$ cat config.mk
export PLATFORM = sky130hd
export DESIGN_NAME = product_bcd_converter
export DESIGN_NICKNAME = d
export VERILOG_FILES = /design/src/rtl/product_bcd_converter.sv
export SDC_FILE = /design/constraint.sdc
export NUM_CORES = 1
export LEC_CHECK = 0
export CORE_MARGIN = 10
export CORE_UTILIZATION = 25
export DETAILED_ROUTE_END_ITERATION = 12
export PLACE_DENSITY = 0.46
export SLEW_MARGIN = 25
export SYNTH_ARGS = -nofsm -noshare
export SYNTH_HDL_FRONTEND = slang
export SYNTH_SLANG_ARGS = --single-unit
$ cat constraint.sdc
create_clock -name clk -period 4.64 [get_ports clk]
set_input_delay 0.928 -clock clk [delete_from_list [all_inputs] [get_ports clk]]
set_output_delay 0.928 -clock clk [all_outputs]
set_load 0.05 [all_outputs]
$ cat src/rtl/product_bcd_converter.sv
// product_bcd_converter
// Sequential binary-to-BCD converter for a product of up to 6 bits (0..63).
// It uses a one-bit-per-cycle shift-and-add-3 (double-dabble) engine with
// valid/ready handshakes on both sides.
//
// Ports:
//   clk       in   rising-edge clock
//   rst_n     in   asynchronous active-low reset
//   in_valid  in   p holds a product to convert
//   in_ready  out  converter can accept a product (IDLE, after reset release)
//   p         in   unsigned product, IN_W bits
//   out_valid out  bcd_tens/bcd_ones hold a finished result (DONE)
//   out_ready in   consumer takes the result
//   bcd_tens  out  tens digit 0..6
//   bcd_ones  out  ones digit 0..9
//   busy      out  high in SHIFT and DONE
//   seg_tens  out  7-seg gfedcba of tens (only with PRODUCT_BCD_SEVENSEG_EN)
//   seg_ones  out  7-seg gfedcba of ones (only with PRODUCT_BCD_SEVENSEG_EN)
//
// Optional feature macro: PRODUCT_BCD_SEVENSEG_EN
module product_bcd_converter #(
  parameter int IN_W = 6
) (
  input  logic            clk,
  input  logic            rst_n,
  input  logic            in_valid,
  output logic            in_ready,
  input  logic [IN_W-1:0] p,
  output logic            out_valid,
  input  logic            out_ready,
  output logic [3:0]      bcd_tens,
  output logic [3:0]      bcd_ones,
  output logic            busy
`ifdef PRODUCT_BCD_SEVENSEG_EN
  ,
  output logic [6:0]      seg_tens,
  output logic [6:0]      seg_ones
`endif
);

  typedef enum logic [1:0] {
    S_IDLE  = 2'd0,
    S_SHIFT = 2'd1,
    S_DONE  = 2'd2
  } state_t;

  state_t            r_state;
  state_t            w_state_nx;
  logic              r_live;
  logic [IN_W-1:0]   r_bin;
  logic [7:0]        r_scr;
  logic [2:0]        r_cnt;
  logic [3:0]        r_tens;
  logic [3:0]        r_ones;
  logic              w_accept;
  logic              w_last;
  logic [3:0]        w_tens_adj;
  logic [3:0]        w_ones_adj;
  logic [7:0]        w_scr_sh;

`ifdef PRODUCT_BCD_SEVENSEG_EN
  logic [6:0]        r_seg_tens;
  logic [6:0]        r_seg_ones;

  // Active-high gfedcba segment pattern for one BCD digit
  function automatic logic [6:0] seg7(input logic [3:0] d);
    logic [6:0] s;
    case (d)
      4'd0:    s = 7'h3F;
      4'd1:    s = 7'h06;
      4'd2:    s = 7'h5B;
      4'd3:    s = 7'h4F;
      4'd4:    s = 7'h66;
      4'd5:    s = 7'h6D;
      4'd6:    s = 7'h7D;
      4'd7:    s = 7'h07;
      4'd8:    s = 7'h7F;
      4'd9:    s = 7'h6F;
      default: s = 7'h00;
    endcase
    return s;
  endfunction
`endif

  // Next-state decode and handshake qualifiers
  always_comb begin
    w_state_nx = r_state;
    w_accept   = 1'b0;
    w_last     = 1'b0;
    case (r_state)
      S_IDLE: begin
        // r_live keeps the block from accepting before the first post-reset edge
        if (r_live && in_valid) begin
          w_state_nx = S_SHIFT;
          w_accept   = 1'b1;
        end else begin
          w_state_nx = S_IDLE;
        end
      end
      S_SHIFT: begin
        if (r_cnt == 3'd1) begin
          w_state_nx = S_DONE;
          w_last     = 1'b1;
        end else begin
          w_state_nx = S_SHIFT;
        end
      end
      S_DONE: begin
        if (out_ready) begin
          w_state_nx = S_IDLE;
        end else begin
          w_state_nx = S_DONE;
        end
      end
      default: begin
        w_state_nx = S_IDLE;
      end
    endcase
  end

  // Add-3 correction on both nibbles, then shift the binary MSB into the scratch
  always_comb begin
    if (r_scr[7:4] >= 4'd5) begin
      w_tens_adj = r_scr[7:4] + 4'd3;
    end else begin
      w_tens_adj = r_scr[7:4];
    end
    if (r_scr[3:0] >= 4'd5) begin
      w_ones_adj = r_scr[3:0] + 4'd3;
    end else begin
      w_ones_adj = r_scr[3:0];
    end
    // The tens nibble stays below 8 for IN_W <= 6, so its MSB is dropped
    w_scr_sh = {w_tens_adj[2:0], w_ones_adj, r_bin[IN_W-1]};
  end

  // State register and post-reset ready arm
  always_ff @(posedge clk or negedge rst_n) begin
    if (!rst_n) begin
      r_state <= S_IDLE;
      r_live  <= 1'b0;
    end else begin
      r_state <= w_state_nx;
      r_live  <= 1'b1;
    end
  end

  // Double-dabble datapath and result registers
  always_ff @(posedge clk or negedge rst_n) begin
    if (!rst_n) begin
      r_bin  <= '0;
      r_scr  <= 8'd0;
      r_cnt  <= 3'd0;
      r_tens <= 4'd0;
      r_ones <= 4'd0;
    end else if (w_accept) begin
      r_bin <= p;
      r_scr <= 8'd0;
      r_cnt <= 3'(IN_W);
    end else if (r_state == S_SHIFT) begin
      r_bin <= r_bin << 1;
      r_scr <= w_scr_sh;
      r_cnt <= r_cnt - 3'd1;
      if (w_last) begin
        r_tens <= w_scr_sh[7:4];
        r_ones <= w_scr_sh[3:0];
      end
    end
  end

`ifdef PRODUCT_BCD_SEVENSEG_EN
  // Segment patterns follow the BCD result on the same edge
  always_ff @(posedge clk or negedge rst_n) begin
    if (!rst_n) begin
      r_seg_tens <= 7'h3F;
      r_seg_ones <= 7'h3F;
    end else if (w_last) begin
      r_seg_tens <= seg7(w_scr_sh[7:4]);
      r_seg_ones <= seg7(w_scr_sh[3:0]);
    end
  end

  assign seg_tens = r_seg_tens;
  assign seg_ones = r_seg_ones;
`endif

  assign in_ready  = (r_state == S_IDLE) && r_live;
  assign out_valid = (r_state == S_DONE);
  assign busy      = (r_state != S_IDLE);
  assign bcd_tens  = r_tens;
  assign bcd_ones  = r_ones;

endmodule

==> impl_metrics.yaml, run 1 <==
sta:
  hold_ws_ns: 0.483
  post-route-min-period_ns: 2.84
  tightest_slew_ns: 0.851
  hold_viol_final: 0
  tns_ns: 0
  rsz0062_at_grt: "false"
  fmax_mhz: 352
  maxSlewHeadroom: 0.430
  skew_ns: 0.00178
  fin_ws_ns: 1.80
  post-route-period-util: 0.613
  setup_viol: 0
  finalMaxSlewViolations: 0
run_status:
  outcome: "completed"
floorplanning:
  ios: 21
  core_area_um2: 5200
  dieArea_um2: 8820
  initial_core_util: 0.262
  core.rowCount: 26
  die_h_um: 93.9
  die_w_um: 93.9
critical_path:
  rr_startpoint: "r_state[1]$_DFF_PN0_"
  path_class: "reg2out"
  startpoint: "r_state[0]$_DFF_PN0_"
  cp-end-kind: "output port"
  crit_path_max_fanout: 7
  crit_arrival_ns: 1.92
  crit_required_ns: 3.71
  startpoint_type: "register"
clock_tree:
  numCtsBuffers: 3
  cts_setup_buffers: 0
  clockBufferDepth: 2
  clock-sinks: 28
  insertion_delay_ns: 0.26
  holdBufCountCts: 0
  clk_pin_slew_ns: 0.09
  cts_tree: "yes"
  ctsResizeCount: 0
  cts.htree.levels: 1
  root_buffer: "clkbuf_8"
hold_path:
  min_from: "bcd_ones[3]$_DFFE_PN0P_"
  min_path_type: "reg2reg"
synth:
  synth_top_area_frac: 0.513
  synthTopCellsByArea: "dfrtp_1 51%, nand2_1 6.6%, ha_1 5.5%"
  yosysMostFrequentCell: "dfrtp_1"
  synth.cells.most_frequent: "28 x dfrtp_1, 24 x nand2_1, 12 x o21ai_0"
  synthArstFlopShare: 1.00
  synth_area_leader_cell: "dfrtp_1"
  synthCells: 133
  ys_ff_latch: 28
  synth_ff_type: "dfrtp_1"
  syn_nets: 149
  synth_cell_types: 33
  syn_area_um2: 1370
  synth-edff-count: 0
  avgSynthCellArea_um2: 10.3
  ys.warnings.count: 0
  yosysSeqAreaShare: 0.513
routing:
  drtPass1Iterations: 4
  via_per_inst: 4.38
  drt_iter0_markers: 40
  vias: 968
  post-route-drc-count: 0
  wire_per_inst_um: 12.2
  drtAntennaViolNets: 0
  wl_mm: 2.69
placed_design:
  place_area_um2: 1610
  post-place-ws_ns: 1.91
  placement.io_buffers: 20
  dp_hpwl_mm: 2.00
  place_congestion: 0.787
  dp.cells: 218
cells_and_area:
  area_growth_pct: 21.1
  finalInstanceArea_um2: 1650
  fin_cells: 221
  fin_util: 0.318
  final_nets: 169
  layout-drive-gt1-share: 0.0993
  n_antenna_cell: 0
global_routing:
  grt_pass1_wl_mm: 4.63
  grt_use_total: 0.0642
  grt_pass1_vias: 1005
  grt_overflow: 0
  grt_max_degree: 29
  antenna_found_initial: 0
pwr:
  peakVddDrop_mv: 0.226
  p_leak_nw: 0.752
  power_density_nw_per_um2: 696
  p_total_mw: 1.15
job:
  max_cap_violations: 0
critical path: stages (launching register included):
cell and delay, ns:
dfrtp_1 0.43, or2_2 0.32, nor2_1 0.09, clkdlybuf4s50_1 0.81
registers in the layout, indices dropped and copies added (netlist names):
name	count
bcd_ones	4
bcd_tens	4
r_bin	6
r_cnt	3
r_live	1
r_scr	8
r_state	2
logic make-up after synthesis:
family / share of synthesized area
xor+xnor: 0.0128
fa+ha+maj: 0.0550
compound gates: 0.150
other cells: 0.00275
flops: 0.513
buf+inv: 0.0605
mux: 0.0486
simple gates: 0.157
metal layers:
layer,GRT usage,vias to the layer above,wire length [µm]
li1,-,487,-
met3,0.0232,2,157
met1,0.0737,467,1240
met5,0,-,0
met4,0.0228,0,23
met2,0.107,12,1270
cells in the final DEF, fill, tap and decap left out, types with 4 or more instances in the layout:
cell / n
o21ai_0: 12
ha_1: 6
clkdlybuf4s50_1: 20
inv_1: 9
a22oi_1: 5
nand2_1: 24
o21ai_2: 4
a21oi_1: 7
dfrtp_1: 28
final timing paths:
path	cells after the start	to	slack [ns]
worst max-delay path	3	in_ready	1.80
max in group asynchronous	2	r_bin[3]$_DFFE_PN0P_	3.33
worst max register to register	3	bcd_ones[0]$_DFFE_PN0P_	2.71
worst min-delay path	2	bcd_ones[3]$_DFFE_PN0P_	0.48
min in group asynchronous	2	r_cnt[1]$_DFFE_PN0P_	1.03
worst min register to register	2	bcd_ones[3]$_DFFE_PN0P_	0.48
final cells by class:
cell class	count	area (µm²)
clock buffer	3	41.3
sequential	28	701
tap	70	87.6
fill	567	3550
timing repair buffer	21	208
inverter	9	33.8
multi-input combinational	90	582
report_power, final:
part           switching [mW]  internal, mW
sequential             0.0729         0.342
combinational           0.375         0.234
clock                  0.0682        0.0581
total                   0.516         0.635
No activity file was read; power rests on OpenSTA's default activity.
==> run 2: changes to the inputs <==
==> constraint.sdc (replaced) <==
create_clock -name clk -period 2.9 [get_ports clk]
set_input_delay 0.58 -clock clk [delete_from_list [all_inputs] [get_ports clk]]
set_output_delay 0.58 -clock clk [all_outputs]
set_load 0.05 [all_outputs]
==> impl_metrics.yaml, run 2 (synthesis gave the netlist of run 1 again) <==
run_status:
  outcome: "completed"
pwr:
  combPwrFrac: 0.531
  p_leak_nw: 0.757
  internal_power_mw: 1.02
  swShare: 0.447
  power_density_nw_per_um2: 1120
  peakVddDrop_mv: 0.298
  pwr-share-seq: 0.357
  switchingPower_mw: 0.829
  p_clk_frac: 0.112
routing:
  drtPass1Iterations: 4
  via_per_inst: 4.38
  drtAntennaViolNets: 0
  wl_mm: 2.69
  vias: 973
  wire_per_inst_um: 12.1
  drt_iter0_markers: 58
  post-route-drc-count: 0
sta:
  post-route-period-util: 0.862
  skew_ns: 0.00251
  tightest_slew_ns: 0.648
  rsz0062_at_grt: "false"
  setup_viol: 0
  fmax_mhz: 400
  hold_viol_final: 0
  finalMaxSlewViolations: 0
  tns_ns: 0
  maxSlewHeadroom: 0.568
  post-route-min-period_ns: 2.50
floorplanning:
  ios: 21
  die_w_um: 93.9
  die_h_um: 93.9
  dieArea_um2: 8820
  core_area_um2: 5200
  core.rowCount: 26
  initial_core_util: 0.262
global_routing:
  antenna_found_initial: 0
  grt_overflow: 0
  grt_pass1_wl_mm: 4.66
  grt_max_degree: 29
  grt_use_total: 0.0659
  grt_pass1_vias: 974
clock_tree:
  clock-sinks: 28
  holdBufCountCts: 0
  insertion_delay_ns: 0.27
  root_buffer: "clkbuf_8"
  cts_setup_buffers: 0
  ctsResizeCount: 0
  clockBufferDepth: 2
  numCtsBuffers: 3
  cts_tree: "yes"
  clk_pin_slew_ns: 0.09
  cts.htree.levels: 1
cells_and_area:
  mostFrequentLayoutCells: "28 x dfrtp_1, 24 x nand2_1, 20 x clkdlybuf4s50_1, 12 x o21ai_0, 9 x inv_1"
  largest_register_ffs: 8
  fillers: 558
  top_register: "r_scr"
  largestRegisters: "r_scr: 8 flops, r_bin: 6 flops"
  fin_cells: 222
  final_nets: 170
  multi_input_area_um2: 582
  n_antenna_cell: 0
  area_growth_pct: 21.6
  layout-drive-gt1-share: 0.105
  ff_latch_area_um2: 701
  mostFrequentLayoutCell: "dfrtp_1"
critical_path:
  crit_required_ns: 2.32
  cp_top_family: "buffers and inverters"
  cp-end-kind: "output port"
  crit_path_max_fanout: 7
  crit_arrival_ns: 1.92
  startpoint_type: "register"
  critical_path_buf_inv_count: 1
  cp_slowest_cell: "clkdlybuf4s50_1"
  crit_path_cell_trace: "or2_2, nor2_1, clkdlybuf4s50_1"
  path_class: "reg2out"
  cp_slowest_stage_delay_ns: 0.81
placed_design:
  dp_hpwl_mm: 1.95
  dp.cells: 219
  placement.io_buffers: 20
  place_congestion: 0.747
hold_path:
  min_path_type: "reg2reg"
job:
  max_cap_violations: 0
## run 2: per-layer routing
| metal | track usage | part of all wire |
|---|---|---|
| met3 | 0.0240 | 0.059 |
| met4 | 0.0304 | 0.011 |
| met5 | 0 | 0 |
| met2 | 0.102 | 0.46 |
| met1 | 0.0794 | 0.47 |
## run 2: area by class of cell
cell class                 instances  share of cell area
multi-input combinational         90               0.350
clock buffer                       3              0.0249
tap                               70              0.0528
inverter                           9              0.0203
sequential                        28               0.422
timing repair buffer              22               0.130
## run 2: final timing paths
kind / slack, ns / endpoint / start / cells after the start
setup / recovery: 0.40 / in_ready / r_state[0]$_DFF_PN0_ / 3
hold / removal: 0.48 / r_bin[4]$_DFFE_PN0P_ / r_bin[4]$_DFFE_PN0P_ / 2
setup reg to reg: 0.95 / bcd_ones[0]$_DFFE_PN0P_ / r_state[1]$_DFF_PN0_ / 3
hold reg to reg: 0.48 / r_bin[4]$_DFFE_PN0P_ / r_bin[4]$_DFFE_PN0P_ / 2
max in group asynchronous: 1.94 / r_bin[0]$_DFFE_PN0P_ / rst_n / 2
min in group asynchronous: 0.68 / r_live$_DFF_PN0_ / rst_n / 2
## run 2: power by group through the flow
stage	sequential (mW)	clock [mW]	combinational, mW
6_report	0.662	0.207	0.986
5_1_grt	0.688	0.233	1.10
4_1_cts	0.664	0.215	1.00
3_5_place_dp	0.671	0	0.999
3_3_place_gp	0.666	0	0.984
2_1_floorplan	0.806	0	0.602
## run 2: stage by stage
stage          utilization  worst slack [ns]  power [mW]  cell area (µm²)  hold slack [ns]
4_1_cts              0.319             0.375        1.88             1660            0.490
2_1_floorplan            -             0.794        1.41             1370            0.284
6_report             0.319             0.400        1.85             1660            0.482
3_3_place_gp         0.311             0.716        1.65             1620            0.463
5_1_grt              0.319             0.303        2.02             1660            0.508
3_5_place_dp         0.311             0.683        1.67             1620            0.467
## run 2: tightest hold or removal path, delay by kind of cell, from the launching register on
kind / cells / cell delay (ns)
and+or+nand+nor: 2 / 0.10
DFF: 1 / 0.35
==> run 3: changes to the inputs <==
--- a/config.mk
+++ b/config.mk
@@ -5,10 +5,12 @@
 export SDC_FILE = /design/constraint.sdc
 export NUM_CORES = 1
 export LEC_CHECK = 0
+export CELL_PAD_IN_SITES_DETAIL_PLACEMENT = 1
+export CELL_PAD_IN_SITES_GLOBAL_PLACEMENT = 1
 export CORE_MARGIN = 10
 export CORE_UTILIZATION = 25
 export DETAILED_ROUTE_END_ITERATION = 12
-export PLACE_DENSITY = 0.46
+export PLACE_DENSITY = 0.55
 export SLEW_MARGIN = 25
 export SYNTH_ARGS = -nofsm -noshare
 export SYNTH_HDL_FRONTEND = slang
==> impl_metrics.yaml, run 3 (synthesis gave the netlist of run 1 again) <==
pwr:
  p_total_mw: 1.92
  p_leak_nw: 0.764
  peakVddDrop_mv: 0.319
  power_density_nw_per_um2: 1150
clock_tree:
  holdBufCountCts: 0
  cts.htree.levels: 1
  ctsResizeCount: 0
  numCtsBuffers: 3
  insertion_delay_ns: 0.28
  cts_setup_buffers: 0
  clockBufferDepth: 2
  cts_tree: "yes"
  clock-sinks: 28
  root_buffer: "clkbuf_8"
  clk_pin_slew_ns: 0.10
floorplanning:
  dieArea_um2: 8820
  ios: 21
  initial_core_util: 0.262
  die_w_um: 93.9
  die_h_um: 93.9
  core.rowCount: 26
  core_area_um2: 5200
routing:
  via_per_inst: 4.41
  wl_mm: 3.06
  post-route-drc-count: 0
  wire_per_inst_um: 13.7
  vias: 984
  drt_iter0_markers: 29
  drtAntennaViolNets: 0
  drtPass1Iterations: 4
hold_path:
  worstHoldEndpoint: "bcd_tens[2]$_DFFE_PN0P_"
  min_path_type: "reg2reg"
  min_from: "bcd_tens[2]$_DFFE_PN0P_"
  hold_depth: 2
sta:
  tns_ns: 0
  tightest_slew_ns: 0.642
  setup_viol: 0
  hold_viol_final: 0
  fmax_mhz: 397
  finalMaxSlewViolations: 0
  post-route-period-util: 0.869
  maxSlewHeadroom: 0.572
  hold_ws_ns: 0.486
  rsz0062_at_grt: "false"
  post-route-min-period_ns: 2.52
  skew_ns: 0.00635
global_routing:
  grt_max_degree: 29
  grt_overflow: 0
  grt_use_total: 0.0749
  grt_pass1_wl_mm: 5.33
  grt_pass1_vias: 1123
  antenna_found_initial: 0
cells_and_area:
  largest_register_ffs: 8
  mostFrequentLayoutCell: "dfrtp_1"
  area_growth_pct: 22.6
  final_nets: 170
  largestRegisters: "r_scr: 8 flops, r_bin: 6 flops"
  n_antenna_cell: 0
  layout-drive-gt1-share: 0.111
  top_register: "r_scr"
  mostFrequentLayoutCells: "28 x dfrtp_1, 24 x nand2_1, 20 x clkdlybuf4s50_1, 12 x o21ai_0, 9 x inv_1"
  fin_cells: 223
run_status:
  outcome: "completed"
critical_path:
  worst_r2r_endpoint: "bcd_ones[0]$_DFFE_PN0P_"
  crit_path_max_fanout: 7
  r2r_cells: 3
  cp-end-kind: "output port"
  startpoint_type: "register"
  rr_startpoint: "r_state[1]$_DFF_PN0_"
  reg2reg_slack_ns: 0.97
  crit_arrival_ns: 1.94
  crit_required_ns: 2.32
  path_class: "reg2out"
job:
  max_cap_violations: 0
placed_design:
  placement.io_buffers: 20
  dp_hpwl_mm: 2.31
  dp.cells: 219
  place_congestion: 0.736
-- run 3: area by class of cell --
class                   instances  area [µm²]
fillers                       604        3530
well taps                      70        87.6
inverters                       9        33.8
clock buffers                   4        55.1
flip-flops and latches         28         701
repair buffers                 22         215
multi-input cells              90         582
-- run 3: critical path, cell delays in order, from the launching register on --
cell and delay (ns):
dfrtp_1 0.44, or2_2 0.32, nor2_1 0.09, clkdlybuf4s50_1 0.81
-- run 3: per-stage QoR --
| stage | utilization | setup slack (ns) | area [µm²] |
|---|---|---|---|
| detailed placement | 0.311 | 0.684 | 1620 |
| global route | 0.322 | 0.326 | 1670 |
| CTS | 0.322 | 0.364 | 1670 |
| global placement | 0.311 | 0.714 | 1620 |
| floorplan | - | 0.794 | 1370 |
| finish | 0.322 | 0.380 | 1670 |
-- run 3: report_power, final --
group          switching (mW)  leakage (nW)  total (mW)  internal (mW)
logic                   0.618         0.379        1.00          0.386
registers               0.118         0.356       0.666          0.548
clock network           0.126        0.0288       0.248          0.122
total                   0.863         0.764        1.92           1.06
-- run 3: how the worst max path moves through the flow --
stage	startpoint	depth (start not counted)	end	slack, ns
finish	r_state[0]$_DFF_PN0_	3	in_ready	0.38
detailed placement	r_state[0]$_DFF_PN0_	3	in_ready	0.68
CTS	r_state[0]$_DFF_PN0_	3	in_ready	0.36
global route	r_state[0]$_DFF_PN0_	3	in_ready	0.33
global placement	r_state[0]$_DFF_PN0_	3	in_ready	0.71
floorplan	r_state[0]$_DFF_PN0_	2	in_ready	0.79
-- run 3: metal layers --
metal  wire [µm]  global-route usage  vias to the layer above
met5           0                   0                        -
met4          44              0.0304                        0
met3         154              0.0232                        5
met2        1430               0.124                       13
met1        1430              0.0872                      481
li1            -                   -                      485
